**src/rtl/gpi_debounce_bank.sv**
```systemverilog
// GPI input-conditioning bank: per-channel synchroniser, counter debounce, rise/fall pulses.
// Optional sticky edge-status interrupt enabled by defining GPI_DEBOUNCE_EDGE_IRQ_EN.

module gpi_debounce_lane #(
   parameter int unsigned SyncStages     = 2,
   parameter int unsigned DebounceCycles = 50000,
   parameter logic        ResetBit       = 1'b0
) (
   input  logic i_clk,
   input  logic i_rst_n,
   input  logic i_raw,
   output logic o_level,
   output logic o_rise,
   output logic o_fall
);
   localparam int unsigned CW = $clog2(DebounceCycles + 1);
   localparam logic [CW-1:0] CNT_MAX = CW'(DebounceCycles - 1);

   logic [SyncStages-1:0] r_sync;
   logic [CW-1:0]         r_cnt;
   logic                  r_level;
   logic                  r_rise;
   logic                  r_fall;
   logic                  w_sync;

   assign w_sync = r_sync[SyncStages-1];

   always_ff @(posedge i_clk or negedge i_rst_n) begin
      if (!i_rst_n) begin
         r_sync <= {SyncStages{ResetBit}};
      end else begin
         r_sync <= {r_sync[SyncStages-2:0], i_raw};
      end
   end

   // Level only moves after DebounceCycles consecutive disagreeing samples;
   // the edge pulse is registered alongside it so both appear in the same cycle.
   always_ff @(posedge i_clk or negedge i_rst_n) begin
      if (!i_rst_n) begin
         r_cnt   <= '0;
         r_level <= ResetBit;
         r_rise  <= 1'b0;
         r_fall  <= 1'b0;
      end else begin
         r_rise <= 1'b0;
         r_fall <= 1'b0;
         if (w_sync == r_level) begin
            r_cnt <= '0;
         end else if (r_cnt == CNT_MAX) begin
            r_cnt   <= '0;
            r_level <= w_sync;
            r_rise  <= w_sync;
            r_fall  <= ~w_sync;
         end else begin
            r_cnt <= r_cnt + 1'b1;
         end
      end
   end

   assign o_level = r_level;
   assign o_rise  = r_rise;
   assign o_fall  = r_fall;
endmodule

module gpi_debounce_bank #(
   parameter int unsigned            NumIn          = 8,
   parameter int unsigned            SyncStages     = 2,
   parameter int unsigned            DebounceCycles = 50000,
   parameter logic [NumIn-1:0]       ResetValue     = '0
) (
   input  logic             clk_sys_i,
   input  logic             rst_sys_ni,
   input  logic [NumIn-1:0] raw_i,
   output logic [NumIn-1:0] level_o,
   output logic [NumIn-1:0] rise_o,
   output logic [NumIn-1:0] fall_o,
   input  logic [NumIn-1:0] irq_rise_en_i,
   input  logic [NumIn-1:0] irq_fall_en_i,
   input  logic [NumIn-1:0] status_clr_i,
   output logic [NumIn-1:0] status_o,
   output logic             irq_o
);
   for (genvar g = 0; g < NumIn; g++) begin : g_lane
      gpi_debounce_lane #(
         .SyncStages     (SyncStages),
         .DebounceCycles (DebounceCycles),
         .ResetBit       (ResetValue[g])
      ) u_lane (
         .i_clk   (clk_sys_i),
         .i_rst_n (rst_sys_ni),
         .i_raw   (raw_i[g]),
         .o_level (level_o[g]),
         .o_rise  (rise_o[g]),
         .o_fall  (fall_o[g])
      );
   end

`ifdef GPI_DEBOUNCE_EDGE_IRQ_EN
   logic [NumIn-1:0] r_status;
   logic [NumIn-1:0] w_set;

   assign w_set = (rise_o & irq_rise_en_i) | (fall_o & irq_fall_en_i);

   // A new edge wins over a clear landing in the same cycle.
   always_ff @(posedge clk_sys_i or negedge rst_sys_ni) begin
      if (!rst_sys_ni) begin
         r_status <= '0;
      end else begin
         r_status <= (r_status & ~status_clr_i) | w_set;
      end
   end

   assign status_o = r_status;
   assign irq_o    = |r_status;
`else
   logic w_unused;
   assign w_unused = ^{irq_rise_en_i, irq_fall_en_i, status_clr_i};
   assign status_o = '0;
   assign irq_o    = 1'b0;
`endif
endmodule

```
**config.mk**
```make
export PLATFORM = sky130hd
export DESIGN_NAME = gpi_debounce_bank
export DESIGN_NICKNAME = d
export VERILOG_FILES = /design/src/rtl/gpi_debounce_bank.sv
export SDC_FILE = /design/constraint.sdc
export NUM_CORES = 1
export LEC_CHECK = 0
export BUFFER_PORTS_ARGS = -buffer_cell sky130_fd_sc_hd__buf_2
export CAP_MARGIN = 20
export CORE_ASPECT_RATIO = 1.5
export CORE_MARGIN = 2
export CORE_UTILIZATION = 55
export CTS_CLUSTER_SIZE = 14
export DETAILED_ROUTE_END_ITERATION = 10
export HOLD_SLACK_MARGIN = 0.03
export PLACE_DENSITY = 0.79
export SLEW_MARGIN = 5
export SYNTH_ARGS = -nofsm -noshare
export SYNTH_HDL_FRONTEND = slang
export SYNTH_SLANG_ARGS = --single-unit
```
**constraint.sdc**
```tcl
create_clock -name clk_sys_i -period 3.98 [get_ports clk_sys_i]
set_input_delay 0.199 -clock clk_sys_i [delete_from_list [all_inputs] [get_ports clk_sys_i]]
set_output_delay 0.199 -clock clk_sys_i [all_outputs]
set_load 0.005 [all_outputs]
```
==> flow_summary.toml, run 1 <==
[synth]
synthDistinctLibCells = 37
ys.flop_type = "dfrtp_1"
synth_area_um2 = 7759
yosysSeqAreaShare_pct = 54.18
syn_area_per_cell_um2 = 10.53
async_reset_ff_share_pct = 100.0
synth-seq-cells = 168
netlist_instances = 737
yosys_warnings = 0
synth_edf_count = 0

[pwr]
p_leak_nw = 3.624
powerDensity_nw_per_um2 = 414.5
max-vdd-ir-drop_uv = 293.3

[setup_path]
cp.arrival_ps = 2500
crit_fanout = 15
cp_slowest_cell = "or4_1"
cpLargestDelayFamily = "simple AND/OR/NAND/NOR gates"
critPathCaptureType = "flip-flop"
path_cells = "ha_1 > nand4_1 > or4_1 > nand2_1 > nor2_1"
crit_type = "reg2reg"
cp_num_buf_inv = 0
r2r_start = "g_lane[5].u_lane.r_cnt[0]"
max_stage_delay_ps = 650
worstSetupStartpointType = "flip-flop"
cp_data_required_time_ps = 4270
cp-startpoint = "g_lane[5].u_lane.r_cnt[0]"

[sta]
fin_skew_ps = 12.08
setup_viol = 0
slew_viol_final = 0
setup-tns-final_ps = 0
min_period_ps = 2217
period_share_pct = 55.71
whs_ps = 229.2
grt_setup_unrepaired = "no"
hold_viol = 0
max_freq_mhz = 451.0

[routing]
first_pass_iters = 5
route.vias.total = 5311
final_antenna_net_count = 0
routedWlPerCell_um = 14.94
via_per_inst = 5.620
drt_iter0_drc = 333
drc_errors = 0
wirelength_mm = 14.12

[clocking]
path_clk_slew_ps = 60
h-tree-depth = 4
tritoncts = "yes"
cts_root_buf = "clkbuf_16"
cts_inserted_buffers = 17
cts_buffer_depth = 2
cts_sinks = 168
clk_latency_ps = 420

[floorplan]
die_h_um = 149.5
fp.dieW_um = 101.0
io_pins = 67
num_rows = 53
start_util_pct = 55.71
core-area_um2 = 13930
dieArea_um2 = 15090

[final_layout]
nets = 809
n_antenna_cell = 0
seq_area_um2 = 4204
area_growth_syn_to_layout_pct = 11.05
drive_gt1_share_pct = 10.26
multi_input_area_um2 = 3198
nFillCells = 1089

[global_route]
antenna_found_initial = 0
gr-total-overflow = 0
grt_use_total_pct = 19.85
grt_pass1_wl_mm = 23.94
grt_start_max_net_pins = 123
first_global_vias = 5437

[place]
gp_congestion = 0.8838
dpl.hpwl_mm = 9.341
io_buffers = 33

[run]
maxCapViolations = 0

[worst_hold_path]
hp-class = "in2async"

[run_status]
status = "finished, final reports clean"
-- cell usage in the layout (no fill, tap or decap), types with 8 or more instances in the layout --
cell type | Yosys | final
inv_1 | 23 | 23
xnor2_1 | 87 | 87
nor4_1 | 28 | 28
dfrtp_1 | 168 | 168
clkbuf_16 | 0 | 17
nor2_1 | 132 | 132
nor3b_1 | 16 | 16
conb_1 | 1 | 9
nand4_1 | 36 | 36
and3_1 | 10 | 10
nand3_1 | 41 | 41
buf_2 | 3 | 32
nor3_1 | 28 | 28
dlygate4sd3_1 | 0 | 9
nand2_1 | 29 | 29
or3_1 | 8 | 8
xor2_1 | 28 | 28
ha_1 | 8 | 8
-- through the flow --
| stage | power, mW | cell area [um2] | setup WS, ps | std cells | utilization (%) |
|---|---|---|---|---|---|
| floorplan | 1.846 | 7789 | 2070 | 745 | - |
| global placement | 1.887 | 7881 | 1915 | 903 | 56.59 |
| detailed placement | 1.895 | 7881 | 1772 | 903 | 56.59 |
| CTS | 3.601 | 8588 | 1772 | 944 | 61.67 |
| global route | 3.708 | 8616 | 1599 | 945 | 61.87 |
| finish | 3.571 | 8616 | 1763 | 945 | 61.87 |
-- cell usage after synthesis (4+ instances only) --
master / number / share of area, %
a21oi_1: 5 / 0.32
and3_1: 10 / 0.81
buf_4: 33 / 3.2
clkbuf_1: 4 / 0.19
dfrtp_1: 168 / 54
ha_1: 8 / 1.3
inv_1: 23 / 1.1
nand2_1: 29 / 1.4
nand3_1: 41 / 2.6
nand4_1: 36 / 2.9
nand4bb_1: 6 / 0.87
nor2_1: 132 / 6.4
nor3_1: 28 / 1.8
nor3b_1: 16 / 1.5
nor4_1: 28 / 2.3
nor4bb_1: 6 / 0.77
or3_1: 8 / 0.65
or4_1: 6 / 0.58
xnor2_1: 87 / 9.8
xor2_1: 28 / 3.2
-- sequential cells by signal (all words and copies together), names as in the netlist --
signal / flops
g_lane.u_lane.r_cnt: 128
g_lane.u_lane.r_sync: 16
g_lane.u_lane.o_fall: 8
g_lane.u_lane.o_level: 8
g_lane.u_lane.o_rise: 8
-- report_power, final --
part,internal (mW),leakage [nW],switching (mW)
Combinational,0.0361,1.03,0.0713
Clock,1.04,0.301,0.660
Sequential,1.74,2.29,0.0276
-- cells by family after synthesis --
group           count (synthesis)  synth area share, %
other cells                     1              0.04833
flops                         168                54.18
fa+ha+maj                       8                1.290
simple gates                  362                24.50
mux                             8                1.258
compound gates                 10               0.7579
xor+xnor                      115                12.98
buf+inv                        65                4.983
-- routing by layer --
| metal | vias up | track usage (%) | routed length [um] | part of all wire [%] |
|---|---|---|---|---|
| met5 | - | 0 | 0 | 0 |
| met2 | 114 | 35.33 | 7782 | 55 |
| met4 | 0 | 9.527 | 217 | 1.5 |
| met3 | 17 | 4.577 | 443 | 3.1 |
| li1 | 2553 | - | - | - |
| met1 | 2627 | 22.12 | 5675 | 40 |
-- what timing repair did --
item	in CTS	in global routing
setup buffers	0	0
hold buffers	9	0
resized for setup	0	0
endpoints found under the hold margin	128	0
-- area by class of cell --
type	instances	area share, %
clock inverters	10	1.656
well taps	165	2.396
inverters	23	1.002
flip-flops and latches	168	48.79
multi-input cells	512	37.12
clock buffers	22	5.504
repair buffers	45	3.529
-- final timing paths --
path	endpoint	depth (start not counted)	slack, ps
worst max-delay path	g_lane[5].u_lane.r_cnt[14]	5	1760
worst min-delay path	g_lane[1].u_lane.o_fall	2	230
worst max register to register	g_lane[5].u_lane.r_cnt[14]	5	1760
worst min register to register	g_lane[2].u_lane.r_sync[1]	0	350
max in group asynchronous	g_lane[0].u_lane.r_sync[1]	4	2650
min in group clk_sys_i	g_lane[2].u_lane.r_sync[1]	0	350
(Power assumes the default switching activity.)
==> inputs of run 2 (changes only) <==
Settings changed: CORE_UTILIZATION 55 to 54, PLACE_DENSITY 0.79 to 0.81.
Clock period 3.98 ns to 2 ns, I/O delays scaled along.
==> flow_summary.toml, run 2 (synthesis results as in run 1) <==
[run_status]
status = "finished, final reports clean"

[clocking]
cts_inserted_buffers = 17
cts_root_buf = "clkbuf_16"
tritoncts = "yes"
cts_buffer_depth = 2
h-tree-depth = 4
clk_latency_ps = 420
path_clk_slew_ps = 70
cts_sinks = 168

[global_route]
grt_use_total_pct = 20.19
grt_pass1_wl_mm = 24.72
grt_use_met2_pct = 34.21
antenna_found_initial = 0
use_met1_pct = 25.09
grt_start_max_net_pins = 53
use_met3_pct = 4.430
first_global_vias = 5468
gr-total-overflow = 0
busiest_layer = "met2"

[final_layout]
drive_gt1_share_pct = 13.40
fin_util_pct = 63.02
area_growth_syn_to_layout_pct = 14.19
top_register = "g_lane.u_lane.r_cnt"
final_common_cell = "dfrtp_1"
nets = 835
largest_register_ffs = 128
final_cell_mix = "168 x dfrtp_1, 132 x nor2_1, 87 x xnor2_1"
n_antenna_cell = 0
top_regs = "g_lane.u_lane.r_cnt x128, g_lane.u_lane.r_sync x16"

[pwr]
p_leak_nw = 3.751
powerDensity_nw_per_um2 = 802.6
max-vdd-ir-drop_uv = 453.1

[place]
dp_slack_ps = 59.12
io_buffers = 33
dpl.hpwl_mm = 9.019
gp_congestion = 0.8727

[routing]
routedWlPerCell_um = 13.82
wirelength_mm = 13.80
final_antenna_net_count = 0
route.vias.total = 5332
drc_errors = 0
first_pass_iters = 4
via_per_inst = 5.343
drt_iter0_drc = 194

[sta]
setup-tns-final_ps = 0
grt_setup_unrepaired = "no"
period_share_pct = 97.13
setup_ws_ps = 57.46
fin_skew_ps = 10.49
whs_ps = 189.4
slew_viol_final = 0
hold_viol = 0
min_period_ps = 1943
max_freq_mhz = 514.8
setup_viol = 0

[floorplan]
start_util_pct = 55.19
io_pins = 67
dieArea_um2 = 15360
die_h_um = 150.8
num_rows = 53
fp.dieW_um = 101.9
core-area_um2 = 14060

[setup_path]
worstSetupStartpointType = "flip-flop"
cp.arrival_ps = 2250
critPathCaptureType = "flip-flop"
cp_data_required_time_ps = 2310
crit_type = "reg2reg"
crit_fanout = 5

[worst_hold_path]
hp-class = "in2async"

[run]
maxCapViolations = 0
==> run 2: cell types whose count changed in the layout (fill, tap and decap cells not counted) <==
cell	change
buf_4	+24
buf_12	+3
clkbuf_8	-2
inv_6	+2
buf_16	-1
clkbuf_1	-1
clkinvlp_4	+1
or4_1	-1
or4_4	+1
==> run 2: final cells by class <==
type,instances,area (um2)
Clock buffer,19,442.9
Clock inverter,13,167.7
Fill cell,1101,5199
Inverter,23,86.33
Multi-Input combinational cell,512,3202
Sequential cell,168,4204
Tap cell,192,240.2
Timing Repair Buffer,71,516.7
==> run 2: where the power goes <==
| group | internal (mW) | switching (mW) |
|---|---|---|
| Combinational | 0.0869 | 0.144 |
| Clock | 2.01 | 1.36 |
| Sequential | 3.45 | 0.0554 |
==> run 2: layer usage <==
| metal | up-vias | wire, um |
|---|---|---|
| li1 | 2613 | - |
| met1 | 2600 | 5751 |
| met2 | 100 | 7320 |
| met3 | 19 | 428 |
| met4 | 0 | 295 |
| met5 | - | 0 |
==> run 2: what timing repair did <==
item                       CTS  global route
setup endpoints to repair    0            15
hold endpoints to repair    62             0
hold buffers                 9             0
gates resized for setup      0             1
buffers inserted             0             0
==> run 2: final timing paths <==
path / from / endpoint / slack, ps / cells past startpoint
setup / recovery: g_lane[6].u_lane.r_cnt[11] / g_lane[6].u_lane.o_level / 60 / 3
hold / removal: rst_sys_ni / g_lane[7].u_lane.r_cnt[2] / 190 / 2
setup reg to reg: g_lane[6].u_lane.r_cnt[11] / g_lane[6].u_lane.o_level / 60 / 3
hold reg to reg: g_lane[0].u_lane.r_sync[0] / g_lane[0].u_lane.r_sync[1] / 340 / 0
max in group asynchronous: rst_sys_ni / g_lane[5].u_lane.r_cnt[15] / 1190 / 3
min in group clk_sys_i: raw_i[1] / g_lane[1].u_lane.r_sync[0] / 320 / 2
==> run 2: critical path: stages (launching register included) <==
cell and delay (ps):
dfrtp_1 370, or4_1 550, or4_4 590, mux2_4 310
==> run 2: per-stage QoR <==
step / cells / cell area (um2) / total power [mW]
CTS: 998 / 8856 / 7.179
global placement: 957 / 8155 / 3.787
finish: 998 / 8860 / 7.111
global route: 998 / 8860 / 7.368
detailed placement: 957 / 8155 / 3.795
floorplan: 745 / 7789 / 3.673
==> inputs of run 3 (changes only) <==
Settings changed: BUFFER_PORTS_ARGS -buffer_cell sky130_fd_sc_hd__buf_2 to not set, CORE_UTILIZATION 54 to 55, DONT_BUFFER_PORTS set to 1, PLACE_DENSITY 0.81 to 0.78.
==> flow_summary.toml, run 3 (synthesis results as in run 1) <==
[run_status]
status = "finished with violations"
violations = "hold timing"

[routing]
final_antenna_net_count = 0
routedWlPerCell_um = 15.18
route.vias.total = 5207
drc_errors = 0
first_pass_iters = 4
via_per_inst = 5.635
wirelength_mm = 14.03
drt_iter0_drc = 307

[final_layout]
nFillCells = 1088
largest_register_ffs = 128
final_cell_mix = "168 x dfrtp_1, 132 x nor2_1, 87 x xnor2_1"
drive_gt1_share_pct = 7.773
top_register = "g_lane.u_lane.r_cnt"
nets = 789
area_growth_syn_to_layout_pct = 10.56
top_regs = "g_lane.u_lane.r_cnt x128, g_lane.u_lane.r_sync x16"
fin_util_pct = 61.60
n_antenna_cell = 0
final_common_cell = "dfrtp_1"

[worst_hold_path]
hp-class = "in2async"

[setup_path]
r2r_start = "g_lane[6].u_lane.r_cnt[13]"
cp.arrival_ps = 2260
critPathCaptureType = "flip-flop"
crit_fanout = 5
path_cells = "or4b_1 > or4_4 > mux2_4"
max_stage_delay_ps = 600
cp_data_required_time_ps = 2310
cp_slowest_cell = "or4_4"
worstSetupStartpointType = "flip-flop"
regToRegEndpoint = "g_lane[6].u_lane.o_level"
crit_type = "reg2reg"
reg2reg_slack_ps = 50
worst_r2r_path_depth = 3

[sta]
slew_viol_final = 0
setup_ws_ps = 52.34
setup-tns-final_ps = 0
fin_skew_ps = 7.307
period_share_pct = 97.38
grt_setup_unrepaired = "no"
min_period_ps = 1948
hold_viol = 168
whs_ps = -634.7
max_freq_mhz = 513.4
setup_viol = 0

[clocking]
cts_root_buf = "clkbuf_16"
path_clk_slew_ps = 60
cts_hold_buf = 8
cts_buffer_depth = 2
post_cts_buffers = 0
cts_inserted_buffers = 17
h-tree-depth = 4
cts_sinks = 168
clk_latency_ps = 430
tritoncts = "yes"

[floorplan]
start_util_pct = 55.71
core-area_um2 = 13930
fp.dieW_um = 101.0
die_h_um = 149.5
num_rows = 53
dieArea_um2 = 15090
io_pins = 67

[pwr]
max-vdd-ir-drop_uv = 629.2
swShare_pct = 18.98
p_clk_share_pct = 49.2
powerDensity_nw_per_um2 = 838.5
switching_power_mw = 1.365
combPwrFrac_pct = 1.9
intPower_mw = 5.827
pwr-share-seq_pct = 48.9
p_total_mw = 7.193
p_leak_nw = 3.524

[global_route]
grt_start_max_net_pins = 169
gr-total-overflow = 0
antenna_found_initial = 0
grt_pass1_wl_mm = 24.58
first_global_vias = 5612
grt_use_total_pct = 20.36

[place]
dpl.hpwl_mm = 9.281
io_buffers = 0
dp_slack_ps = 52.19
gp_congestion = 0.8412

[run]
maxCapViolations = 0
==> run 3: how the worst max path moves through the flow <==
| stage | to | slack [ps] | from | cells after the start |
|---|---|---|---|---|
| final | g_lane[6].u_lane.o_level | 50 | g_lane[6].u_lane.r_cnt[13] | 3 |
| after detailed placement | g_lane[6].u_lane.o_level | 50 | g_lane[6].u_lane.r_cnt[13] | 3 |
| after global placement | g_lane[6].u_lane.o_level | 90 | g_lane[6].u_lane.r_cnt[13] | 3 |
| after floorplan | g_lane[7].u_lane.o_level | 90 | g_lane[7].u_lane.r_cnt[11] | 3 |
| after CTS | g_lane[6].u_lane.o_level | 50 | g_lane[6].u_lane.r_cnt[13] | 3 |
| after global routing | g_lane[7].u_lane.o_level | 30 | g_lane[7].u_lane.r_cnt[11] | 3 |
==> run 3: metal layers <==
layer | vias up | wire [um] | track usage, %
met2 | 98 | 7445 | 35.30
met1 | 2570 | 5785 | 23.97
met3 | 29 | 458 | 3.923
met5 | - | 0 | 0
li1 | 2510 | - | -
met4 | 0 | 335 | 10.00
==> run 3: layout make-up <==
type                    instances  area, um2  share of cell area (%)
flip-flops and latches        168       4204                   49.01
multi-input cells             512       3202                   37.32
clock buffers                  24      481.7                   5.616
repair buffers                 25      232.7                   2.713
well taps                     165      206.4                   2.407
clock inverters                 7      165.2                   1.925
inverters                      23      86.33                   1.006
==> run 3: worst max-delay path: cells and delay by family (launching register included) <==
kind             cells  cell delay (ps)
multiplexers         1              310
AND/OR/NAND/NOR      2             1120
flip-flops           1              400
==> run 3: metrics by stage <==
stage	cell area, um2	instances
6_report	8578	924
5_1_grt	8578	924
4_1_cts	8574	924
3_5_place_dp	7848	885
3_3_place_gp	7848	885
2_1_floorplan	7789	745
==> run 3: power groups by stage <==
stage	Combinational, mW	Clock, mW	Sequential (mW)
2_1_floorplan	0.115	0	3.56
3_3_place_gp	0.123	0	3.57
3_5_place_dp	0.128	0	3.57
4_1_cts	0.141	3.62	3.51
5_1_grt	0.164	3.78	3.52
6_report	0.140	3.54	3.51
==> run 3: repair_timing <==
action,in CTS,in global routing
setup endpoints to repair,0,15
gates resized for setup,0,1
endpoints found under the hold margin,176,168
